`config.mk`:
```
export PLATFORM = sky130hd
export DESIGN_NAME = mux_bit_serializer
export DESIGN_NICKNAME = d
export VERILOG_FILES = /design/src/rtl/mux_bit_serializer.sv
export SDC_FILE = /design/constraint.sdc
export NUM_CORES = 1
export LEC_CHECK = 0
export BUFFER_PORTS_ARGS = -buffer_cell sky130_fd_sc_hd__buf_2
export CORE_MARGIN = 2
export CORE_UTILIZATION = 48
export CTS_BUF_LIST = sky130_fd_sc_hd__clkbuf_8
export DETAILED_ROUTE_END_ITERATION = 6
export PLACE_DENSITY_LB_ADDON = 0.25
export SLEW_MARGIN = 10
export SYNTH_ARGS = -nofsm -noshare
export SYNTH_HDL_FRONTEND = slang
export SYNTH_SLANG_ARGS = --single-unit
```
`constraint.sdc`:
```
create_clock -name clk -period 3.71 [get_ports clk]
set_input_delay 0.742 -clock clk [delete_from_list [all_inputs] [get_ports clk]]
set_output_delay 0.742 -clock clk [all_outputs]
set_load 0.01 [all_outputs]
```
`src/rtl/mux_bit_serializer.sv`:
```
// mux_bit_serializer: 16-bit parallel-to-serial stage in front of the 16:1 bit mux.
// Drives the mux selects (sel / isel) and data word (mux_data); returns mux_out as ser_bit.
// Optional build macro: MUX_SER_BACKTOBACK_EN lets a new word load on the last bit of the
// current word for a gapless stream; without it there is at least one IDLE cycle per word.

module mux_bit_serializer #(
    parameter bit MSB_FIRST = 1'b0
) (
    input  logic        clk,
    input  logic        rst,
    input  logic        load_valid,
    output logic        load_ready,
    input  logic [15:0] load_data,
    output logic [3:0]  sel,
    output logic [3:0]  isel,
    output logic [15:0] mux_data,
    input  logic        mux_out,
    output logic        ser_valid,
    input  logic        ser_ready,
    output logic        ser_bit,
    output logic        ser_last,
    output logic        busy
);

    localparam int unsigned W  = 16;
    localparam int unsigned SW = 4;

    // Select sweep endpoints and per-bit step (modulo 16) for the chosen bit order
    localparam logic [SW-1:0] FIRST = MSB_FIRST ? SW'(15) : SW'(0);
    localparam logic [SW-1:0] LAST  = MSB_FIRST ? SW'(0)  : SW'(15);
    localparam logic [SW-1:0] STEP  = MSB_FIRST ? SW'(15) : SW'(1);

    typedef enum logic [0:0] {
        ST_IDLE  = 1'b0,
        ST_SHIFT = 1'b1
    } state_t;

    state_t          r_state;
    state_t          w_state_nxt;
    logic [SW-1:0]   r_sel;
    logic [SW-1:0]   r_isel;
    logic [SW-1:0]   w_sel_nxt;
    logic [W-1:0]    r_data;
    logic [W-1:0]    w_data_nxt;
    logic            w_at_last;

    assign w_at_last = (r_sel == LAST);

    // State, select counter with its registered complement, and the held word
    always_ff @(posedge clk) begin
        if (rst) begin
            r_state <= ST_IDLE;
            r_sel   <= FIRST;
            r_isel  <= ~FIRST;
            r_data  <= W'(0);
        end else begin
            r_state <= w_state_nxt;
            r_sel   <= w_sel_nxt;
            r_isel  <= ~w_sel_nxt;
            r_data  <= w_data_nxt;
        end
    end

    // Next-state, select stepping, word capture and handshake outputs
    always_comb begin
        w_state_nxt = r_state;
        w_sel_nxt   = r_sel;
        w_data_nxt  = r_data;
        load_ready  = 1'b0;
        ser_valid   = 1'b0;
        ser_last    = 1'b0;
        busy        = 1'b0;

        case (r_state)
            ST_IDLE: begin
                load_ready = 1'b1;
                if (load_valid) begin
                    w_data_nxt  = load_data;
                    w_sel_nxt   = FIRST;
                    w_state_nxt = ST_SHIFT;
                end
            end
            ST_SHIFT: begin
                ser_valid = 1'b1;
                busy      = 1'b1;
                ser_last  = w_at_last;
`ifdef MUX_SER_BACKTOBACK_EN
                if (w_at_last) begin
                    load_ready = ser_ready;
                end
`endif
                if (ser_ready) begin
                    if (!w_at_last) begin
                        w_sel_nxt = r_sel + STEP;
                    end else begin
                        w_sel_nxt   = FIRST;
                        w_state_nxt = ST_IDLE;
`ifdef MUX_SER_BACKTOBACK_EN
                        // Chain straight into the next word when one is offered
                        if (load_valid) begin
                            w_data_nxt  = load_data;
                            w_state_nxt = ST_SHIFT;
                        end
`endif
                    end
                end
            end
            default: begin
                w_state_nxt = ST_IDLE;
                w_sel_nxt   = FIRST;
            end
        endcase
    end

    assign sel      = r_sel;
    assign isel     = r_isel;
    assign mux_data = r_data;
    assign ser_bit  = mux_out;

endmodule

```
# ---- After elaboration in Yosys (flattened, before gate mapping)
# Index checks and enable logic that the tools add are counted.
dict set report word_totals {
  wordCells 20
  output_inout_bits 29
  ff_bits 25
}
dict set report op_classes {
  eq_ne 1
  muxes 11
  add_sub_neg 1
  n_reduce_logical 1
  bitwise_logic 2
}
# op count
set ops {}
lappend ops {{$mux W4} 3}
lappend ops {{$pmux W4 S2} 1}
lappend ops {{$mux W1} 6}
lappend ops {{$add A4 B1 Y4 const B} 1}
lappend ops {{$eq A4 B4 Y1 const B} 1}
lappend ops {{$not A4 Y4} 1}
lappend ops {{$pmux W1 S2} 1}
lappend ops {{$reduce_and A2 Y1} 1}
lappend ops {{$not A1 Y1} 1}

# ---- Longest topological paths before layout
# Gate-level depths: netlist of the first run.
dict set report depth {
  word_depth 5
  ltp_mapped 5
  ltp_nobuf 4
}

# ---- Worst setup path before layout of the first run
# Ideal clock, no wire load.
dict set report synth_path {
  kind {register to output}
  from {register r_sel[0] (netlist: sel[0])}
  to {output ser_last}
  stages_incl_launch_ff 4
  arrival_ns 0.904
  t_required_ns 2.968
  n_path_buf 0
  setup_slack_ns 2.064
  path_cell_list {dfxtp_1 ha_1 nand3_1 nor2_1}
}
dict set report synth_between {
  elab_chain_len 2
}
# element line_no
set synth_rtl {}
lappend synth_rtl {{start: declaration} 40} ;# logic [SW-1:0] r_sel;
lappend synth_rtl {{start signal: assignment} 58} ;# r_sel <= w_sel_nxt;
lappend synth_rtl {{$eq A4 B4 Y1} 47} ;# assign w_at_last = (r_sel == LAST);
lappend synth_rtl {{$mux W1} 74} ;# case (r_state)
lappend synth_rtl {{end: declaration} 21} ;# output logic ser_last,
# Every way passes these cells.

# ---- Worst setup path in the final report of the first run
# Ends and elaborated chain as after synthesis.

==> results.toml, run 1 <==
[place]
placement.io_buffers = 47
dpl_worst_slack_ns = 1.89
postPlaceCellArea_mm2 = 0.00114
gpl.final_weighted_congestion = 0.880
dp.final_hpwl_um = 1400

[setup_path]
setup.worst_path.class = "reg -> out"
worst_path_max_delay_cell = "sky130_fd_sc_hd__dfxtp_1"
worstSetupStartpointType = "register"
cpLargestDelayFamily = "flip-flops"
rr_endpoint = "isel[1]$_SDFF_PP1_"
crit_path_end_kind = "output pin"
timing.critical_path.buf_inv = 1
rrSetupSlack_ns = 2.26
critPathMaxFanout = 5
required_ns = 2.97
series_of_cell_instances_along_the_critical_path = "ha_1 -> nand3_1 -> nor2_1 -> buf_2"
r2r-start = "r_state$_SDFF_PP0_"
worst_path_largest_cell_delay_ns = 0.43
worst_ep_arrival_time_ns = 1.27
worstRegToRegCells = 2

[global_routing]
grt_antenna_before_repair = 0
grt_first_pass_wirelength_um = 2700
grt_start_max_net_pins = 26
gr-usage-met3 = 0.0340
busiest_layer = "met2"
global_route.usage.total = 0.163
use_met2 = 0.275
met1_grt_util = 0.208
grt_pass1_vias = 684
grt_overflow_total = 0

[sta]
number_of_setup_violations_in_the_final_report = 0
max_freq_mhz = 496
slew_headroom = 0.556
period_share = 0.543
maxSlewViolCount = 0
hold_violations = 0
final_critical_path_setup_slack_ns = 1.70
fin_setup_tns_ns = 0
final.setup_skew_ns = 0.00218
fin_crit_period_ns = 2.01
timing_worst_slew_pin_value_ns = 0.667
unrepaired_setup_endpoints_after_global_routing = "false"

[yosys]
synth_simple_gate_area_frac = 0.226
synth.yosys.seq_area_share = 0.543
synth.cell_area_um2 = 921
synth-adder-area-share = 0.0136
synth.avg_cell_area_um2 = 8.30
post_synth_num_cell_types = 22
synth-xor-area-share = 0.00951
synth.mux.area_fraction = 0.0109
yosysWarnings = 0
synth.ff_latch_count = 25
synth_compound_gate_area_share = 0.140
synth_top_family_by_area = "simple AND/OR/NAND/NOR gates"
syn_inst = 111
postSynthNetCount = 133

[min_path]
min_delay_worst_endpoint = "mux_data[9]$_SDFFE_PP0P_"
worst_hold_startpoint = "mux_data[9]$_SDFFE_PP0P_"
hold_path.class = "reg -> reg"
holdPathStages = 2

[clock_network]
clock_latency_ns = 0.26
cts-buffers-inserted = 3
cts-hold-fix-buffers = 0
clock_sinks = 25
cts_tree = "built"
h-tree-depth = 1
post_cts_setup_repair_bufs = 0
ctsLongestPathBuffers = 2
cts.reportedPaths.clkPinSlew_ns = 0.08
cts_repair_resize_count = 0
cts_root_buffer = "sky130_fd_sc_hd__clkbuf_8"

[finish]
number_of_fill_cells = 179
layout-drive-gt1-share = 0.333
postLayoutCoreUtil = 0.673
syn2layout_area_growth_pct = 28.9
multiInputGateArea_um2 = 368
finish.instance_area_mm2 = 0.00119
area.sequential_um2 = 500
fin_nets = 176
diodes = 0

[floorplan]
initial_core_util = 0.522
core.rowCount = 15
core_region_area_mm2 = 0.00176
die_area_mm2 = 0.00228
fp.dieW_um = 47.8
io_pins = 50
die_height_um = 47.8

[pwr]
powerDensity_mw_per_mm2 = 419
leakagePower_nw = 0.556
ir_drop_mv = 0.247
fin_total_pwr_w = 0.000497

[route]
drt.antenna.violating_nets = 0
routed_len_inst_um = 10.9
route.final.wire_length_um = 1930
routed_via_density = 4.90
first_pass_iteration_count_of_the_detailed_router = 4
drt_drc_violations_left = 0
drt_first_iter_violations = 6
detailroute.via_count = 873

[flow_run]
max_cap_viol_count = 0

[status]
outcome = "finished clean"
==> tightest hold or removal path, stage by stage, from the launching register on <==
cell,delay [ns]
sky130_fd_sc_hd__dfxtp_1,0.31
sky130_fd_sc_hd__nand2_1,0.05
sky130_fd_sc_hd__a21oi_1,0.05
==> registers in the layout, indices dropped and copies added (netlist names), named ones only <==
register,flops
isel,4
mux_data,16
r_state,1
sel,3
==> Yosys cell counts, drive strengths merged <==
library cell / n / area [um^2]
a31oi: 1 / 6.26
inv: 2 / 7.51
xor2: 1 / 8.76
nor2: 2 / 7.51
clkbuf: 5 / 20.0
nand2b: 1 / 6.26
a21oi: 17 / 85.1
a31o: 1 / 8.76
ha: 1 / 12.5
and2b: 1 / 7.51
mux2i: 1 / 10.0
buf: 4 / 25.0
nand3: 4 / 20.0
a211o: 1 / 8.76
nand2: 35 / 131
nor3: 2 / 10.0
or3: 4 / 25.0
dfxtp: 25 / 500
o21ai: 1 / 5.00
a211oi: 2 / 15.0
==> where the power goes <==
| group | leakage [nW] | switching [W] | internal [W] |
|---|---|---|---|
| Sequential | 0.204 | 0.00000670 | 0.000280 |
| Clock | 0.0269 | 0.0000792 | 0.0000738 |
| Combinational | 0.324 | 0.0000336 | 0.0000243 |
==> worst max-delay path by stage <==
| stage | depth (start not counted) | slack (ns) | from | end |
|---|---|---|---|---|
| 2_1_floorplan | 3 | 2.06 | sel[0]$_SDFF_PP0_ | ser_last |
| 4_1_cts | 4 | 1.70 | sel[0]$_SDFF_PP0_ | ser_last |
| 6_report | 4 | 1.70 | sel[0]$_SDFF_PP0_ | ser_last |
| 3_3_place_gp | 3 | 1.92 | load_valid | isel[0]$_SDFF_PP1_ |
| 5_1_grt | 4 | 1.64 | sel[0]$_SDFF_PP0_ | ser_last |
| 3_5_place_dp | 3 | 1.89 | load_valid | isel[1]$_SDFF_PP1_ |
==> final cells by class <==
type	count	area share
clock buffers	3	0.0348
multi-input cells	75	0.310
flip-flops and latches	25	0.421
well taps	25	0.0263
inverters	2	0.00632
repair buffers	47	0.198
clock inverters	1	0.00316
==> routing by layer <==
layer | up-vias | share of wire
met3 | 0 | 0.067
li1 | 451 | -
met2 | 28 | 0.49
met1 | 394 | 0.44
met4 | 0 | 0
met5 | - | 0
==> through the flow <==
step / hold WS, ns / cells
final: 0.454 / 178
after global routing: 0.472 / 178
after floorplan: 0.481 / 111
after CTS: 0.457 / 178
after global placement: 0.438 / 174
after detailed placement: 0.446 / 174
==> cells by family (layout without fill, tap and decap cells) <==
family / after synthesis / in the layout
adder cells (fa/ha/maj): 1 / 1
multiplexers: 1 / 1
flip-flops: 25 / 25
buffers and inverters: 11 / 53
AND/OR/NAND/NOR: 49 / 49
AO/OA/AOI/OAI: 23 / 23
XOR/XNOR: 1 / 1
==> placed cells by master (no fill, tap or decap), drive strengths merged, types with 2 or more instances in the layout <==
cell type / Yosys / routed
a211oi: 2 / 2
a21oi: 17 / 17
buf: 4 / 47
clkbuf: 5 / 3
dfxtp: 25 / 25
inv: 2 / 3
nand2: 35 / 35
nand3: 4 / 4
nor2: 2 / 2
nor3: 2 / 2
or3: 4 / 4
Note: power is estimated with default switching activity, not from simulation.
==> inputs of run 2 (changes only) <==
--- a/config.mk
+++ b/config.mk
@@ -7,7 +7,7 @@
 export LEC_CHECK = 0
 export BUFFER_PORTS_ARGS = -buffer_cell sky130_fd_sc_hd__buf_2
 export CORE_MARGIN = 2
-export CORE_UTILIZATION = 48
+export CORE_UTILIZATION = 45
 export CTS_BUF_LIST = sky130_fd_sc_hd__clkbuf_8
 export DETAILED_ROUTE_END_ITERATION = 6
 export PLACE_DENSITY_LB_ADDON = 0.25
==> constraint.sdc (replaced) <==
create_clock -name clk -period 2 [get_ports clk]
set_input_delay 0.4 -clock clk [delete_from_list [all_inputs] [get_ports clk]]
set_output_delay 0.4 -clock clk [all_outputs]
set_load 0.01 [all_outputs]
==> run 2 against run 1 <==
Compared with the run above:
- count of clock-buffer cells in the layout is the same
- clock skew about the same
- setup slack got worse by 1.4 ns
- sequential share of layout area fell by 0.13 points
- critical path depth did not move
- critical path type unchanged
- largest cell class unchanged
==> results.toml, run 2 (synthesis results as in run 1) <==
[status]
outcome = "finished clean"

[setup_path]
worst_path_max_delay_cell = "sky130_fd_sc_hd__dfxtp_1"
crit_path_end_kind = "output pin"
timing.critical_path.buf_inv = 1
cpLargestDelayFamily = "flip-flops"
critPathMaxFanout = 5
crit_start = "sel[0]$_SDFF_PP0_"
rrSetupSlack_ns = 0.55
worst_path_largest_cell_delay_ns = 0.43
setup.worst_path.class = "reg -> out"
required_ns = 1.60
worstRegToRegCells = 2
worst_ep_arrival_time_ns = 1.26
crit_path_depth = 4
series_of_cell_instances_along_the_critical_path = "ha_1 -> nand3_1 -> nor2_1 -> buf_2"
timing.critical_path.to = "ser_last"
rr_endpoint = "isel[1]$_SDFF_PP1_"
worstSetupStartpointType = "register"
r2r-start = "r_state$_SDFF_PP0_"

[clock_network]
cts.reportedPaths.clkPinSlew_ns = 0.08
h-tree-depth = 1
ctsLongestPathBuffers = 2
cts-hold-fix-buffers = 0
cts-buffers-inserted = 3
clock_latency_ns = 0.26
cts_repair_resize_count = 0
clock_sinks = 25
cts_root_buffer = "sky130_fd_sc_hd__clkbuf_8"
cts_tree = "built"
post_cts_setup_repair_bufs = 0

[finish]
multiInputGateArea_um2 = 368
layout_common_cells = "sky130_fd_sc_hd__buf_2, sky130_fd_sc_hd__nand2_1, sky130_fd_sc_hd__dfxtp_1"
number_of_fill_cells = 192
fin_nets = 176
post_layout_nonfiller_instances = 180
syn2layout_area_growth_pct = 29.3
largest_reg_flops = 16
commonest_non_fill_non_tap_cell_in_the_layout = "sky130_fd_sc_hd__buf_2"
diodes = 0
layout-drive-gt1-share = 0.340
area.sequential_um2 = 500

[sta]
max_freq_mhz = 603
hold_violations = 0
fin_crit_period_ns = 1.66
fin_setup_tns_ns = 0
period_share = 0.829
slew_headroom = 0.548
timing_worst_slew_pin_value_ns = 0.677
final.setup_skew_ns = 0.00242
maxSlewViolCount = 0
number_of_setup_violations_in_the_final_report = 0
unrepaired_setup_endpoints_after_global_routing = "false"

[route]
routed_len_inst_um = 10.7
drt_drc_violations_left = 0
routed_via_density = 4.82
drt_first_iter_violations = 10
first_pass_iteration_count_of_the_detailed_router = 4
detailroute.via_count = 868
drt.antenna.violating_nets = 0
route.final.wire_length_um = 1920

[floorplan]
initial_core_util = 0.474
core_region_area_mm2 = 0.00194
io_pins = 50
core.rowCount = 16
die_area_mm2 = 0.00242
fp.dieW_um = 49.2
die_height_um = 49.2

[pwr]
ir_drop_mv = 0.646
fin_total_pwr_w = 0.000930
powerDensity_mw_per_mm2 = 781
leakagePower_nw = 0.554

[place]
place.detailed.instances = 176
dp.final_hpwl_um = 1370
placement.io_buffers = 47
gpl.final_weighted_congestion = 0.817

[global_routing]
grt_first_pass_wirelength_um = 3240
global_route.usage.total = 0.170
grt_overflow_total = 0
grt_start_max_net_pins = 26
grt_pass1_vias = 739
grt_antenna_before_repair = 0

[min_path]
hold_path.class = "in -> reg"

[flow_run]
max_cap_viol_count = 0
==> run 2: changes by cell type in the layout (fill, tap and decap cells not counted) <==
cell | previous run | this run
sky130_fd_sc_hd__clkinv_2 | 0 | 1
sky130_fd_sc_hd__inv_1 | 3 | 2
==> run 2: worst reg2reg max path, cell delays in order, from the launching register on <==
cell	delay [ns]
sky130_fd_sc_hd__dfxtp_1	0.44
sky130_fd_sc_hd__and2b_1	0.45
sky130_fd_sc_hd__or3_1	0.45
==> run 2: metrics by stage <==
stage	hold slack (ns)	utilization	cell area [um^2]	setup WS, ns
2_1_floorplan	0.481	-	921	0.648
3_3_place_gp	0.439	0.590	1140	0.548
3_5_place_dp	0.448	0.590	1140	0.509
4_1_cts	0.363	0.613	1190	0.345
5_1_grt	0.365	0.613	1190	0.206
6_report	0.363	0.613	1190	0.343
==> run 2: worst min-delay path by stage <==
stage | end | start | depth (start not counted)
final | mux_data[8]$_SDFFE_PP0P_ | load_data[8] | 3
after global routing | mux_data[1]$_SDFFE_PP0P_ | load_data[1] | 3
after CTS | mux_data[1]$_SDFFE_PP0P_ | load_data[1] | 3
after detailed placement | mux_data[1]$_SDFFE_PP0P_ | mux_data[1]$_SDFFE_PP0P_ | 2
after global placement | mux_data[6]$_SDFFE_PP0P_ | mux_data[6]$_SDFFE_PP0P_ | 2
after floorplan | mux_data[0]$_SDFFE_PP0P_ | mux_data[0]$_SDFFE_PP0P_ | 2
==> run 2: area by class of cell <==
type,instances,area share
multi-input combinational,75,0.309
timing repair buffer,47,0.197
clock buffer,3,0.0347
clock inverter,1,0.00420
tap,27,0.0284
sequential,25,0.420
inverter,2,0.00630
==> run 2: where the power goes <==
part	internal (W)	leakage, nW	total, W	switching (W)
registers	0.000519	0.204	0.000532	0.0000124
clock network	0.000139	0.0255	0.000290	0.000151
logic	0.0000451	0.324	0.000108	0.0000628
==> run 2: layer usage <==
layer / share of wire / global-route usage / vias to the layer above
met4: 0.0063 / 0.0476 / 0
met3: 0.069 / 0.0552 / 2
met5: 0 / 0 / -
met2: 0.47 / 0.282 / 27
li1: - / - / 447
met1: 0.46 / 0.211 / 392
==> inputs of run 3 (changes only) <==
==> constraint.sdc (replaced) <==
create_clock -name clk -period 1.6 [get_ports clk]
set_input_delay 0.32 -clock clk [delete_from_list [all_inputs] [get_ports clk]]
set_output_delay 0.32 -clock clk [all_outputs]
set_load 0.01 [all_outputs]
==> run 3 against run 2 <==
Compared with the run above:
- sequential power rose by 25%
- clock power increased by 22%
- first-iteration DRC count is 50% higher
- register-to-register slack got worse by 0.28 ns
- combinational power rose by 32%
- die area is the same
- sequential share of layout area down 0.54 points
- non-clock buffer count is 3 higher
- count of clock-buffer cells in the layout unchanged
- flip-flop and latch count is the same
- worst hold slack worse by 0.074 ns
- critical path type unchanged
- critical endpoint unchanged
- largest cell class unchanged
- highest routed layer unchanged
==> results.toml, run 3 (synthesis results as in run 1) <==
[status]
outcome = "finished clean"

[clock_network]
cts-hold-fix-buffers = 0
cts_tree = "built"
clock_sinks = 25
cts-buffers-inserted = 3
post_cts_setup_repair_bufs = 0
clock_latency_ns = 0.26
ctsLongestPathBuffers = 2
cts_root_buffer = "sky130_fd_sc_hd__clkbuf_8"
cts.reportedPaths.clkPinSlew_ns = 0.08
cts_repair_resize_count = 0
h-tree-depth = 1

[floorplan]
die_height_um = 49.2
fp.dieW_um = 49.2
die_area_mm2 = 0.00242
initial_core_util = 0.474
core.rowCount = 16
io_pins = 50
core_region_area_mm2 = 0.00194

[route]
first_pass_iteration_count_of_the_detailed_router = 5
routed_len_inst_um = 10.6
route.final.wire_length_um = 1930
drt.antenna.violating_nets = 0
detailroute.via_count = 879
routed_via_density = 4.80
drt_drc_violations_left = 0
drt_first_iter_violations = 15

[place]
dp.final_hpwl_um = 1440
gpl.final_weighted_congestion = 0.873
postPlaceCellArea_mm2 = 0.00117
placement.io_buffers = 47

[sta]
fin_setup_tns_ns = 0
number_of_setup_violations_in_the_final_report = 0
unrepaired_setup_endpoints_after_global_routing = "false"
final.setup_skew_ns = 0.00217
slew_headroom = 0.721
period_share = 0.939
hold_violations = 0
maxSlewViolCount = 0
fin_crit_period_ns = 1.50
timing_worst_slew_pin_value_ns = 0.418
max_freq_mhz = 665

[finish]
syn2layout_area_growth_pct = 32.3
layout_common_cells = "sky130_fd_sc_hd__buf_2, sky130_fd_sc_hd__nand2_1, sky130_fd_sc_hd__dfxtp_1"
layout-drive-gt1-share = 0.365
area.sequential_um2 = 505
fin_nets = 179
multiInputGateArea_um2 = 368
largest_reg_flops = 16
diodes = 0
number_of_fill_cells = 189
finish.instance_area_mm2 = 0.00122
commonest_non_fill_non_tap_cell_in_the_layout = "sky130_fd_sc_hd__buf_2"

[setup_path]
rr_endpoint = "isel[3]$_SDFF_PP1_"
rrSetupSlack_ns = 0.27
worstRegToRegCells = 3
r2r-start = "r_state$_SDFF_PP0_"
worst_ep_arrival_time_ns = 1.18
setup.worst_path.class = "reg -> out"
critPathMaxFanout = 5
worstSetupStartpointType = "register"
required_ns = 1.28
crit_path_end_kind = "output pin"

[global_routing]
grt_antenna_before_repair = 0
global_route.usage.total = 0.169
grt_overflow_total = 0
grt_pass1_vias = 760
grt_start_max_net_pins = 26
grt_first_pass_wirelength_um = 3240

[pwr]
powerDensity_mw_per_mm2 = 953
fin_total_pwr_w = 0.00116
leakagePower_nw = 0.570
ir_drop_mv = 0.577

[min_path]
min_delay_worst_endpoint = "mux_data[13]$_SDFFE_PP0P_"
hold_path.class = "in -> reg"
worst_hold_startpoint = "load_data[13]"
holdPathStages = 3

[flow_run]
max_cap_viol_count = 0
==> run 3: cell count changes in the layout (fill, tap and decap cells not counted), sizes merged <==
cell	delta
buf	+3
==> run 3: area by class of cell <==
class / count / area share
sequential: 25 / 0.415
multi-input combinational: 75 / 0.302
timing repair buffer: 50 / 0.211
clock buffer: 3 / 0.0339
tap: 27 / 0.0277
inverter: 2 / 0.00616
clock inverter: 1 / 0.00411
==> run 3: report_power, final <==
| part | internal [W] | total [W] | leakage [nW] | switching (W) |
|---|---|---|---|---|
| sequential | 0.000648 | 0.000663 | 0.206 | 0.0000150 |
| combinational | 0.0000629 | 0.000143 | 0.339 | 0.0000802 |
| clock | 0.000173 | 0.000355 | 0.0255 | 0.000182 |
==> run 3: stage by stage <==
stage | hold slack (ns) | setup slack, ns | cells | utilization
after floorplan | 0.456 | 0.248 | 111 | -
after global placement | 0.438 | 0.288 | 179 | 0.601
after detailed placement | 0.444 | 0.252 | 179 | 0.601
after CTS | 0.285 | 0.0311 | 183 | 0.625
after global routing | 0.284 | 0.00929 | 183 | 0.628
final | 0.288 | 0.0970 | 183 | 0.628
==> run 3: worst max-delay path: stages, from the launching register on <==
cell,delay (ns)
sky130_fd_sc_hd__dfxtp_4,0.38
sky130_fd_sc_hd__ha_1,0.19
sky130_fd_sc_hd__nand3_1,0.13
sky130_fd_sc_hd__nor2_1,0.10
sky130_fd_sc_hd__buf_2,0.13
==> run 3: worst max-delay path by stage <==
stage / start / endpoint / cells past startpoint
2_1_floorplan: sel[0]$_SDFF_PP0_ / isel[2]$_SDFF_PP1_ / 4
3_3_place_gp: sel[0]$_SDFF_PP0_ / isel[2]$_SDFF_PP1_ / 4
3_5_place_dp: sel[0]$_SDFF_PP0_ / isel[2]$_SDFF_PP1_ / 4
4_1_cts: sel[0]$_SDFF_PP0_ / ser_last / 4
5_1_grt: sel[0]$_SDFF_PP0_ / ser_last / 4
6_report: sel[0]$_SDFF_PP0_ / ser_last / 4
==> run 3: per-layer routing <==
layer  share of wire  global-route usage
met5               0                   0
met4          0.0062              0.0762
met3           0.064              0.0337
met2            0.48               0.288
met1            0.45               0.203
